## config.mk

```make
export PLATFORM = sky130hd
export DESIGN_NAME = inst_sequencer
export DESIGN_NICKNAME = d
export VERILOG_FILES = /design/src/rtl/inst_sequencer.sv
export SDC_FILE = /design/constraint.sdc
export NUM_CORES = 1
export LEC_CHECK = 0
export ABC_CLOCK_PERIOD_IN_PS = 4400
export BUFFER_PORTS_ARGS = -buffer_cell sky130_fd_sc_hd__buf_2
export CAP_MARGIN = 20
export CELL_PAD_IN_SITES_DETAIL_PLACEMENT = 1
export CELL_PAD_IN_SITES_GLOBAL_PLACEMENT = 2
export CORE_UTILIZATION = 30
export CTS_CLUSTER_DIAMETER = 50
export DETAILED_ROUTE_END_ITERATION = 12
export GPL_ROUTABILITY_DRIVEN = 0
export GPL_TIMING_DRIVEN = 0
export PLACE_DENSITY = 0.63
export SYNTH_ARGS = -nofsm -noshare
export SYNTH_HDL_FRONTEND = slang
export SYNTH_SLANG_ARGS = --single-unit
export TNS_END_PERCENT = 20
```

## constraint.sdc

```tcl
create_clock -name clk_i -period 4.4 [get_ports clk_i]
set_input_delay 0.88 -clock clk_i [delete_from_list [all_inputs] [get_ports clk_i]]
set_output_delay 0.88 -clock clk_i [all_outputs]
set_load 0.01 [all_outputs]
```

## src/rtl/inst_sequencer.sv

```systemverilog
// Issues a small program of 31-bit instruction bodies as 32-bit inst words, with execute (bit 31)
// held for one full controller pass per instruction. Define SEQ_LOOP_EN to honour loop_i.
module inst_sequencer #(
  parameter int unsigned DEPTH       = 16,
  parameter int unsigned AW          = 4,
  parameter int unsigned EXEC_CYCLES = 6
) (
  input  logic          clk_i,
  input  logic          rst_ni,
  input  logic          load_we_i,
  input  logic [AW-1:0] load_addr_i,
  input  logic [30:0]   load_data_i,
  input  logic [AW:0]   prog_len_i,
  input  logic          start_i,
  input  logic          abort_i,
  input  logic          loop_i,
  output logic [31:0]   inst_o,
  output logic          busy_o,
  output logic          done_o,
  output logic [AW-1:0] pc_o
);

  localparam int unsigned Hold = (EXEC_CYCLES < 6) ? 6 : EXEC_CYCLES;
  localparam int unsigned CW   = $clog2(Hold);

  typedef enum logic [1:0] {StIdle, StIssue, StGap, StDone} state_e;

  state_e        state_q, state_d;
  logic [CW-1:0] cnt_q, cnt_d;
  logic [AW-1:0] pc_q, pc_d;
  logic [AW:0]   len_q, len_d;
  logic [30:0]   body_q, body_d;
  logic [31:0]   inst_q, inst_d;
  logic          busy_q, busy_d;
  logic          done_q, done_d;
  logic [AW-1:0] pc_out_q, pc_out_d;
  logic [30:0]   mem [DEPTH];
  logic          last_inst;

`ifndef SEQ_LOOP_EN
  logic unused_loop;
  assign unused_loop = loop_i;
`endif

  assign last_inst = ({1'b0, pc_q} == (len_q - (AW + 1)'(1)));

  // Program memory is not reset so it survives a mid-run reset.
  always_ff @(posedge clk_i) begin
    if (load_we_i && (state_q == StIdle || state_q == StDone)) begin
      mem[load_addr_i] <= load_data_i;
    end
  end

  always_ff @(posedge clk_i or negedge rst_ni) begin
    if (!rst_ni) begin
      state_q  <= StIdle;
      cnt_q    <= '0;
      pc_q     <= '0;
      len_q    <= '0;
      body_q   <= '0;
      inst_q   <= '0;
      busy_q   <= 1'b0;
      done_q   <= 1'b0;
      pc_out_q <= '0;
    end else begin
      state_q  <= state_d;
      cnt_q    <= cnt_d;
      pc_q     <= pc_d;
      len_q    <= len_d;
      body_q   <= body_d;
      inst_q   <= inst_d;
      busy_q   <= busy_d;
      done_q   <= done_d;
      pc_out_q <= pc_out_d;
    end
  end

  always_comb begin
    state_d = state_q;
    cnt_d   = cnt_q;
    pc_d    = pc_q;
    len_d   = len_q;
    body_d  = body_q;
    unique case (state_q)
      StIdle, StDone: begin
        state_d = StIdle;
        if (start_i) begin
          if (prog_len_i != '0) begin
            len_d   = prog_len_i;
            pc_d    = '0;
            cnt_d   = '0;
            body_d  = mem[0];
            state_d = StIssue;
          end else begin
            state_d = StDone;
          end
        end
      end
      StIssue: begin
        if (cnt_q == CW'(Hold - 1)) begin
          cnt_d   = '0;
          state_d = StGap;
        end else begin
          cnt_d = cnt_q + CW'(1);
        end
      end
      StGap: begin
        if (last_inst) begin
          state_d = StDone;
`ifdef SEQ_LOOP_EN
          if (loop_i) begin
            pc_d    = '0;
            body_d  = mem[0];
            state_d = StIssue;
          end
`endif
        end else begin
          pc_d    = pc_q + AW'(1);
          body_d  = mem[pc_q + AW'(1)];
          state_d = StIssue;
        end
      end
      default: state_d = StIdle;
    endcase
    if (abort_i) begin
      state_d = StIdle;
      cnt_d   = '0;
      pc_d    = '0;
    end
  end

  // Outputs are registered from the current state, so they trail the state by one cycle.
  always_comb begin
    inst_d   = '0;
    busy_d   = 1'b0;
    done_d   = 1'b0;
    pc_out_d = pc_q;
    unique case (state_q)
      StIssue: begin
        inst_d = {1'b1, body_q};
        busy_d = 1'b1;
      end
      StGap: begin
        inst_d = {1'b0, body_q};
        busy_d = 1'b1;
      end
      StDone:  done_d = 1'b1;
      default: ;
    endcase
    if (abort_i) begin
      inst_d   = '0;
      busy_d   = 1'b0;
      done_d   = 1'b0;
      pc_out_d = '0;
    end
  end

  assign inst_o = inst_q;
  assign busy_o = busy_q;
  assign done_o = done_q;
  assign pc_o   = pc_out_q;

endmodule

```

==> flow_metrics.tcl <==
set metrics [dict create \
    io_pins 84 \
    dieArea_um2 76900 \
    worst_pin_slew_ps 1080 \
    layout_setup_ws_ps 857 \
    syn_nets 1101 \
    power.total_mw 14.1 \
    holdCritPathClass "input pin to async pin" \
    slowest_delay_ps 780 \
    die_h_um 277 \
    cp_cell_sequence "ha_1, buf_2, buf_2, clkbuf_1, mux4_2, mux2i_1, mux2i_1, mux2_2, mux2_4" \
    ctsResizeCount 0 \
    cp_slowest_cell "clkbuf_1" \
    holdBufCountCts 0 \
    async_flop_share_pct 14.3 \
    placed_cells 2130 \
    layout_commonest_cell "edfxtp_1" \
    drv_slew 0 \
    drt_pre_antenna_iters 5 \
    route.detailed.drc 0 \
    grt_pass1_vias 11879 \
    postCtsSetupRepairBufs 0 \
    routed_wl_um 56400 \
    cp.required_ps 4870 \
    synth_area_um2 22700 \
    path_max_fanout 10 \
    ys_ff_latch 579 \
    grt_max_degree 48 \
    nets 1288 \
    drv_cap 0 \
    yosysWarnings 0 \
    syn_inst 1049 \
    vias_per_cell 4.79 \
    post-route-period-util_pct 80.5 \
    fin_crit_ps 3540 \
    crit_family "buffers and inverters" \
    slew_headroom_pct 28.1 \
    crit_path_end_kind "flip-flop" \
    wl_per_cell_um 24.9 \
    top_layer "met5" \
    hold_viol 0 \
    drt_iter0_drc 734 \
    fin_setup_tns_ps 0 \
    crit_arrival_ps 4010 \
    crit_buf_inv 3 \
    final_util_pct 36.6 \
    port_buffers 82 \
    drive_gt1_share_pct 35.9 \
    cts-root-buf "clkbuf_16" \
    coreArea_um2 74700 \
    drtAntennaViolNets 0 \
    syn_avg_cell_area_um2 21.7 \
    powerDensity_nw_per_um2 517 \
    setup-violations-final 0 \
    placementRows 100 \
    stdcell_count 2265 \
    status "finished, final reports clean" \
    start_kind "flip-flop" \
    antenna_found_initial 7 \
    clock-sinks 579 \
    die-width_um 277 \
    start_util_pct 30.4 \
    pre_cts_slack_ps 866 \
    ir_worst_vdd_mv 0.241 \
    synth.yosys.seq_area_share_pct 74.6 \
    clockBufferDepth 3 \
    synth-main-ff-cell "edfxtp_1" \
    max_freq_ghz 0.282 \
    finalClockSkew_ps 16.7 \
    wl_met3_um 2850 \
    grt_pass1_wl_um 83500 \
    synth.distinct_cells 45 \
    grt_use_total_pct 15.0 \
    route.met2.wl_um 27600 \
    cts_buffers 73 \
    gr-total-overflow 0 \
    wl_met1_um 24700 \
    dp_hpwl_um 35700 \
    cts_tree "built" \
    final_cell_mix "496 x edfxtp_1, 124 x mux4_2, 94 x buf_2, 93 x mux2i_1, 83 x dfrtp_1" \
    clk_latency_ps 600 \
    syn_to_final_growth_pct 20.1 \
    cts.htree.levels 3 \
    power_leakage_nw 9.23 \
    rsz0062_at_grt "false" \
    critPathKind "flip-flop to flip-flop" \
    cts.clk_slew.worst_paths_ps 60 \
    synth_edf_count 496 \
    vias 10846 \
]
[logic make-up (layout without fill, tap and decap cells)]
logic type / count (synthesis) / after routing / share of synthesized area, %
xor gates and xnor gates: 8 / 8 / 0.374
AOI/OAI and AO/OA: 25 / 25 / 0.759
and+or+nand+nor: 91 / 91 / 2.28
other: 0 / 2 / 0
DFF: 579 / 579 / 74.6
buffers and inverters: 55 / 300 / 1.39
adders and majority gates: 6 / 6 / 0.330
muxes: 285 / 285 / 20.2
[sequential cells by signal, indices dropped and copies added, names as in the netlist, 2 cells and up]
| name | count |
|---|---|
| state_q | 2 |
| inst_o | 32 |
| cnt_q | 3 |
| mem | 496 |
| len_q | 5 |
| pc_q | 4 |
| body_q | 31 |
| pc_o | 4 |
[path summary, 6_finish.rpt]
| check | start | endpoint | slack (ps) | cells after the start |
|---|---|---|---|---|
| max reg2reg | pc_q[0]$_DFFE_PN0P_ | body_q[21]$_DFFE_PN0P_ | 860 | 9 |
| max | pc_q[0]$_DFFE_PN0P_ | body_q[21]$_DFFE_PN0P_ | 860 | 9 |
| min in group clk_i | body_q[1]$_DFFE_PN0P_ | inst_o[1]$_DFF_PN0_ | 470 | 1 |
| max in group asynchronous | rst_ni | body_q[17]$_DFFE_PN0P_ | 3400 | 2 |
| min | rst_ni | inst_o[24]$_DFF_PN0_ | 310 | 1 |
| min reg2reg | body_q[1]$_DFFE_PN0P_ | inst_o[1]$_DFF_PN0_ | 470 | 1 |
[per-layer routing]
metal / track usage (%) / up-vias
met2: 24.7 / 247
met4: 4.19 / 8
met1: 19.9 / 5821
met5: 0 / -
li1: - / 4673
met3: 3.35 / 97
[final cells by class]
class / instances / area [um^2]
diodes: 2 / 5.00
plain buffers: 51 / 302
clock buffers: 92 / 1980
clock inverters: 41 / 363
fillers: 7236 / 47400
inverters: 4 / 15.0
multi-input cells: 415 / 5560
flip-flops and latches: 579 / 17000
well taps: 969 / 1210
repair buffers: 112 / 891
[Yosys cell counts, types with 2 or more instances]
library cell,number,area (um^2)
o31ai_1,2,15.0
clkbuf_1,20,75.1
xnor2_1,3,26.3
nor3_1,5,25.0
nand3_1,2,10.0
mux2_2,37,417
buf_2,13,65.1
a21oi_1,5,25.0
mux2_4,30,450
buf_6,8,90.1
edfxtp_1,496,14900
a21o_1,2,15.0
mux2i_1,93,931
inv_1,4,15.0
buf_4,9,67.6
nor2b_1,12,75.1
xor2_1,3,26.3
nand2b_1,4,25.0
xor2_2,2,32.5
dfrtp_1,83,2080
nand2_1,9,33.8
and2_1,33,206
mux4_2,124,2790
nor2_1,16,60.1
nand4b_1,2,17.5
o21ai_0,8,40.0
ha_1,6,75.1
[metrics by stage]
step	hold slack, ps	cell area [um^2]
finish	306	27300
global route	325	27300
CTS	319	27300
detailed placement	470	25000
global placement	470	24400
floorplan	449	22700
[power breakdown]
part	internal, mW	switching [mW]	leakage [nW]	total (mW)
logic	0.926	0.972	2.54	1.90
clock network	3.45	2.31	1.14	5.77
registers	6.30	0.151	5.55	6.45
No activity file was read; power rests on OpenSTA's default activity.
